==> config.mk <==
export PLATFORM = sky130hd
export DESIGN_NAME = regfile_mp_sb
export DESIGN_NICKNAME = d
export VERILOG_FILES = /design/src/rtl/regfile_mp_sb.sv
export SDC_FILE = /design/constraint.sdc
export NUM_CORES = 2
export LEC_CHECK = 0
export BUFFER_PORTS_ARGS = -buffer_cell sky130_fd_sc_hd__buf_2
export CORE_UTILIZATION = 40
export DETAILED_ROUTE_END_ITERATION = 10
export MAX_ROUTING_LAYER = met4
export PLACE_DENSITY_LB_ADDON = 0.05
export SLEW_MARGIN = 20
export SYNTH_ARGS = -nofsm -noshare
export SYNTH_HDL_FRONTEND = slang
export SYNTH_SLANG_ARGS = --single-unit
==> constraint.sdc <==
create_clock -name clk -period 35.1 [get_ports clk]
set_input_delay 7.02 -clock clk [delete_from_list [all_inputs] [get_ports clk]]
set_output_delay 7.02 -clock clk [all_outputs]
set_load 0.005 [all_outputs]
==> src/rtl/regfile_mp_sb.sv <==
// rtl/regfile_mp_sb.sv - multi-port register file with write-to-read bypass and busy scoreboard
module regfile_mp_sb #(
    parameter int XLEN     = 32,
    parameter int NREGS    = 32,
    parameter int NRD      = 4,
    parameter int NWR      = 2,
    parameter int ZERO_REG = 1,
    parameter int BYPASS   = 1,
    localparam int AW      = (NREGS > 1) ? $clog2(NREGS) : 1
) (
    input  logic                  clk,
    input  logic                  reset,
    input  logic [NRD*AW-1:0]     rd_addr,
    output logic [NRD*XLEN-1:0]   rd_data,
    output logic [NRD-1:0]        rd_busy,
    input  logic [NWR-1:0]        wr_en,
    input  logic [NWR*AW-1:0]     wr_addr,
    input  logic [NWR*XLEN-1:0]   wr_data,
    input  logic                  issue_en,
    input  logic [AW-1:0]         issue_addr,
    input  logic                  flush
);

    logic [XLEN-1:0]  rf [NREGS];
    logic [NREGS-1:0] busy;
    logic [NREGS-1:0] busy_next;

    // Address exists in the file (only matters when NREGS is not a power of two)
    function automatic logic addr_ok(input logic [AW-1:0] a);
        return (32'(a) < 32'(NREGS));
    endfunction

    // Register 0 is hardwired when ZERO_REG is set
    function automatic logic is_zero(input logic [AW-1:0] a);
        return (ZERO_REG != 0) && (a == '0);
    endfunction

    // Storage update: later (higher-index) ports overwrite earlier ones on the same address
    always_ff @(posedge clk or posedge reset) begin
        if (reset) begin
            for (int r = 0; r < NREGS; r++) begin
                rf[r] <= '0;
            end
        end else begin
            for (int w = 0; w < NWR; w++) begin
                if (wr_en[w] && addr_ok(wr_addr[w*AW +: AW]) && !is_zero(wr_addr[w*AW +: AW])) begin
                    rf[wr_addr[w*AW +: AW]] <= wr_data[w*XLEN +: XLEN];
                end
            end
        end
    end

    // Next busy vector: writes clear, a new issue re-arms over a same-cycle write, flush wins over all
    always_comb begin
        busy_next = busy;
        for (int w = 0; w < NWR; w++) begin
            if (wr_en[w] && addr_ok(wr_addr[w*AW +: AW])) begin
                busy_next[wr_addr[w*AW +: AW]] = 1'b0;
            end
        end
        if (issue_en && addr_ok(issue_addr)) begin
            busy_next[issue_addr] = 1'b1;
        end
        if (flush) begin
            busy_next = '0;
        end
        if (ZERO_REG != 0) begin
            busy_next[0] = 1'b0;
        end
    end

    // Busy scoreboard state
    always_ff @(posedge clk or posedge reset) begin
        if (reset) begin
            busy <= '0;
        end else begin
            busy <= busy_next;
        end
    end

    // Combinational read ports with optional forwarding of same-cycle write data
    always_comb begin
        logic [AW-1:0]   ra;
        logic [XLEN-1:0] rv;
        logic            hit;
        ra      = '0;
        rv      = '0;
        hit     = 1'b0;
        rd_data = '0;
        rd_busy = '0;
        for (int i = 0; i < NRD; i++) begin
            ra  = rd_addr[i*AW +: AW];
            rv  = '0;
            hit = 1'b0;
            if (!is_zero(ra) && addr_ok(ra)) begin
                rv = rf[ra];
                if (BYPASS != 0) begin
                    for (int w = 0; w < NWR; w++) begin
                        if (wr_en[w] && (wr_addr[w*AW +: AW] == ra)) begin
                            rv  = wr_data[w*XLEN +: XLEN];
                            hit = 1'b1;
                        end
                    end
                end
                rd_busy[i] = busy[ra] && !hit;
            end
            rd_data[i*XLEN +: XLEN] = rv;
        end
    end

endmodule

## Word level (Yosys, flattened, before mapping)

Index checks and enable logic that the tools add are counted.

| operators by class | value |
|---|---|
| order comparisons | 18 |
| multiplexer cells | 66 |
| eq/ne operators | 8 |
| reduce and logical (&&, ||, !) cells | 31 |
| bitwise operators | 11 |

Operators with widths:

| kind | count |
|---|---|
| $bwmux 1024 | 2 |
| $mux 1024 | 2 |
| $mux 32 | 26 |
| $bmux 32 s5 | 4 |
| $demux 32 s5 | 2 |
| $and 32x32->32 | 2 |
| $not 32->32 | 2 |
| $lt 5x6->1 const B | 7 |
| $eq 5x5->1 | 8 |
| $ge 6x6->1 const B | 6 |
| $not 5->6 | 6 |
| $or 32x32->32 | 1 |
| $logic_not 5->1 | 6 |
| $mux 1 | 23 |
| $bmux 1 s5 | 4 |
| $logic_and 1x1->1 | 19 |
| $demux 1 s5 | 3 |
| $ge 5x1->1 const B | 3 |
| $lt 6x1->1 const B | 2 |
| $logic_not 1->1 | 6 |

| storage, ports and cells | value |
|---|---|
| input port bits | 105 |
| register bits | 1055 |
| output and inout port bits | 132 |
| logic and storage cells | 167 |

## Logic depth before layout (Yosys ltp)

| depth | value |
|---|---|
| depth after elaboration | 12 |
| mapped depth | 10 |
| mapped depth without buffers | 5 |

## Worst setup path after synthesis

No wires, ideal clock.

| timing | value |
|---|---|
| path kind | input to output |
| start point | input port rd_addr[10] |
| end point | output port rd_busy[2] |
| required time | 28.080 ns |
| setup slack | 19.333 ns |
| arrival time | 8.747 ns |
| buffers on the path | 4 |
| stages on the path | 8 |
| cell sequence | buf_2 -> buf_4 -> buf_6 -> buf_2 -> mux4_2 -> mux2_2 -> o211ai_1 -> a21oi_1 |

| on the way | value |
|---|---|
| word-level cells in the longest chain between the ends | 8 |
| elaborated cells between the ends (all ways) | 13 |
| classes of those cells | 2 x eq/ne; 6 x mux; 5 x reduce/logical |

Ends and longest elaborated chain:

| what | line | source |
|---|---|---|
| start, declared | 13 | `input logic [NRD*AW-1:0] rd_addr,` |
| $eq 5x5->1 | 99 | `if (wr_en[w] && (wr_addr[w*AW +: AW] == ra)) begin` |
| $logic_and 1x1->1 | 99 |  |
| $mux 1 (2 in series) | 99 |  |
| $mux 1 | 95 | `if (!is_zero(ra) && addr_ok(ra)) begin` |
| $logic_not 1->1 | 105 | `rd_busy[i] = busy[ra] && !hit;` |
| $logic_and 1x1->1 | 105 |  |
| $mux 1 (*) | 95 |  |
| end, declared | 15 | `output logic [NRD-1:0] rd_busy,` |

Mark *: on every way between the ends. The rest lies on a longest branch, timed or not. The select of a mux whose other input is x is not followed.

## Worst setup path after layout

| timing | value |
|---|---|
| start point | input port rd_addr[10] |
| end point | output port rd_data[77] |

| on the way | value |
|---|---|
| word-level cells in the longest chain between the ends | 7 |
| elaborated cells between the ends (all ways) | 12 |
| classes of those cells | 2 x eq/ne; 6 x mux; 1 x bitwise; 3 x reduce/logical |

Ends and longest elaborated chain:

| what | line | source |
|---|---|---|
| $not 5->6 (implied by the code) | 96 | `rv = rf[ra];` |
| $bmux 32 s5 | 96 |  |
| $mux 32 (implied by the code) (2 in series) | 96 |  |
| $mux 32 (2 in series) | 99 |  |
| $mux 32 (*) | 95 |  |
| end, declared | 14 | `output logic [NRD*XLEN-1:0] rd_data,` |

Marked as above.

==> results by group <==
Critical path
  • Worst path depth: 10
  • Worst-path fanout max: 85
  • Required time worst endpoint: 28.08 ns
  • Critical path type: primary input to output pin
  • Crit path cell chain: buf_8 -> buf_4 -> buf_12 -> buf_4 -> mux4_2 -> a22o_1 -> a211oi_1 -> a21o_1 -> o21ai_0 -> buf_2
  • CP endpoint kind: output pin
  • Internal reg-to-reg setup slack: 34.10 ns
  • R2R cell count: 2
  • CP startpoint kind: primary input
  • Worst flop-to-flop path startpoint: rf[957]
  • Worst setup path end: rd_data[77]
  • Worst r2r dst: rf[957]
  • Crit path DAT: 12.05 ns
  • Crit. Startpoint: rd_addr[10]
  • Cell family with most CP delay: buffers and inverters
  • Crit-path most repeated cell: buf_4
  • Crit-path slowest cell: buf_4
  • WP buf/inv: 5
  • Worst path max stage delay: 0.85 ns

GRT
  • GRT Util Overall: 0.478
  • Initial antenna violation count: 67
  • GRT overflow: 0
  • Largest net degree at the start of global routing: 141
  • Global-route wire length before repair: 665000 um
  • Vias in the first global route: 73700

Cells and area
  • Final Core Density: 0.439
  • Area taken by multi-input logic gates: 52700 um^2
  • Share of cells above drive strength 1: 0.236
  • Fillers: 19600
  • Nets: 7435
  • Area growth from synthesis to layout: 9.07%
  • Sequential Area: 26400 um^2

Detailed routing
  • Max Used Layer: met4
  • Wire per inst: 48.1 um
  • DR iter-0 viols: 14600
  • Met3 Wirelength: 67100 um
  • Residual DRC: 0
  • Via/cell ratio: 7.75
  • Number of iterations in the first detailed-routing pass: 9
  • Wirelength, routed: 497000 um
  • WL met1: 178000 um
  • Routed Antenna Nets: 0
  • Vias: 79900
  • WL met2: 205000 um

CTS
  • Htree depth: 4
  • Number of gates resized after CTS: 0
  • Root Buffer: clkbuf_16
  • Worst skew pair latency: 0.85 ns
  • CTS buffer count: 139
  • Post-CTS Setup Bufs: 0
  • Reg clk slew, reported paths: 0.06 ns
  • Clock buffer depth: 3
  • # clock sinks: 1055
  • Hold buffers post-CTS: 0
  • CTS tree: done

STA
  • Final hold vios: 0
  • Fmax: 52.4 MHz
  • Slew HR: 0.0901
  • Final setup violation count: 0
  • Unrepaired setup endpoints after global routing: false
  • Period utilisation layout: 0.543
  • Worst slew pin tran: 1.36 ns
  • Max-slew violation count: 0
  • Clk_skew: 0 ns
  • TNS Setup: 0 ns
  • Period minus WS final: 19.07 ns

Synth
  • Cell Area, Synth: 83400 um^2
  • Ys flop type: dfrtp_1
  • Yosys top cell area share: 0.316
  • Ranking of synthesized cells by area: dfrtp_1 32%, mux4_2 23%, mux2i_1 13%, a21oi_1 4.1%, clkbuf_1 3.0%
  • Async S/R FF share, synth: 1.00
  • Synth Register Bits: 1055
  • Most common cell in the netlist: mux2i_1
  • Number of enable flip-flop cells after synthesis: 0
  • Synth Net Count: 7903
  • Synth unique cells: 68
  • Synth warn: 0
  • Synth Instances: 7798
  • Syn_area_per_cell: 10.7 um^2
  • Top post-synthesis cells by count: 1100 x mux2i_1, 1055 x dfrtp_1, 869 x mux4_2, 689 x a21oi_1, 673 x clkbuf_1
  • Dominant cell type by area after synthesis: dfrtp_1
  • Sequential-to-total area share from yosys stat: 0.316

Floorplanning
  • IO Count: 237
  • Core ar.: 207000 um^2
  • Num rows: 167
  • Die height: 459 um
  • Die W: 459 um
  • Starting Density: 0.403
  • Die area: 210000 um^2

Power and ir drop
  • Pwr dens: 56.2 nW/um^2
  • VDD IR max: 0.0639 mV
  • P_leak: 39.7 nW

Place
  • Routability cong.: 0.954
  • Number of I/O port buffers: 236
  • Dpl hpwl: 280000 um

Status
  • Status: complete, no violations

Flow run
  • Max_cap viols: 0

Min path
  • Hold Path Class: flip-flop to flip-flop
-- how the worst min path moves through the flow --
stage | slack [ns] | to | cells past startpoint | from
2_1_floorplan | 0.47 | rf[1000] | 1 | rf[1000]
3_3_place_gp | 0.41 | rf[1004] | 0 | rf[1004]
3_5_place_dp | 0.42 | rf[1013] | 0 | rf[1013]
4_1_cts | 0.44 | rf[1015] | 0 | rf[1015]
5_1_grt | 0.45 | rf[1022] | 0 | rf[1022]
6_report | 0.43 | rf[1009] | 0 | rf[1009]
-- stage by stage --
stage | hold WS [ns] | power [mW] | area, um^2 | cells | worst slack, ns
floorplan | 0.474 | 2.97 | 83400 | 7798 | 13.53
global placement | 0.409 | 3.48 | 86100 | 9976 | 16.15
detailed placement | 0.424 | 3.52 | 86100 | 9976 | 16.16
CTS | 0.437 | 5.04 | 90700 | 10200 | 16.17
global route | 0.448 | 5.27 | 90900 | 10300 | 15.98
finish | 0.431 | 5.12 | 91000 | 10300 | 16.03
-- routing by layer --
metal  vias up  GRT usage
met2      7435      0.636
met4         0      0.376
met3      2143      0.181
li1      29700          -
met5         -          -
met1     40700      0.574
-- layout by cell type (no fill, tap or decap), types with 43 or more instances in the layout --
master | netlist | routed
o22ai_1 | 95 | 95
nor2_1 | 594 | 565
buf_2 | 258 | 220
a21oi_1 | 689 | 689
nand2_4 | 1 | 47
a211oi_1 | 146 | 146
mux2i_1 | 1100 | 1100
diode_2 | 0 | 96
a22oi_1 | 234 | 234
nand2_1 | 473 | 433
a21o_1 | 43 | 43
o21ai_0 | 383 | 383
o221ai_1 | 125 | 125
mux4_2 | 869 | 869
clkbuf_16 | 0 | 146
a221oi_1 | 145 | 145
dfrtp_1 | 1055 | 1055
buf_4 | 70 | 244
a22o_1 | 78 | 78
a32oi_1 | 98 | 98
-- registers in the layout, indices dropped and copies added (netlist names) --
signal	cells
busy	31
rf	1024
-- power breakdown --
| group | leakage [nW] | switching [mW] | internal (mW) |
|---|---|---|---|
| clock | 2.30 | 0.644 | 0.888 |
| sequential | 12.9 | 0.431 | 1.52 |
| combinational | 24.4 | 0.788 | 0.842 |
| total | 39.7 | 1.86 | 3.25 |
-- logic make-up after synthesis --
group                  share of synthesized area
multiplexers                               0.372
AO/OA/AOI/OAI                              0.184
XOR/XNOR                                 0.00420
flip-flops                                 0.316
buffers and inverters                     0.0594
AND/OR/NAND/NOR                           0.0642
-- final cells by class --
| class | instances | area share |
|---|---|---|
| diodes | 96 | 0.00264 |
| clock buffers | 200 | 0.0453 |
| clock inverters | 45 | 0.00575 |
| inverters | 44 | 0.00186 |
| multi-input cells | 5605 | 0.579 |
| flip-flops and latches | 1055 | 0.290 |
| well taps | 2788 | 0.0383 |
| repair buffers | 485 | 0.0365 |
No activity file was read; power rests on OpenSTA's default activity.
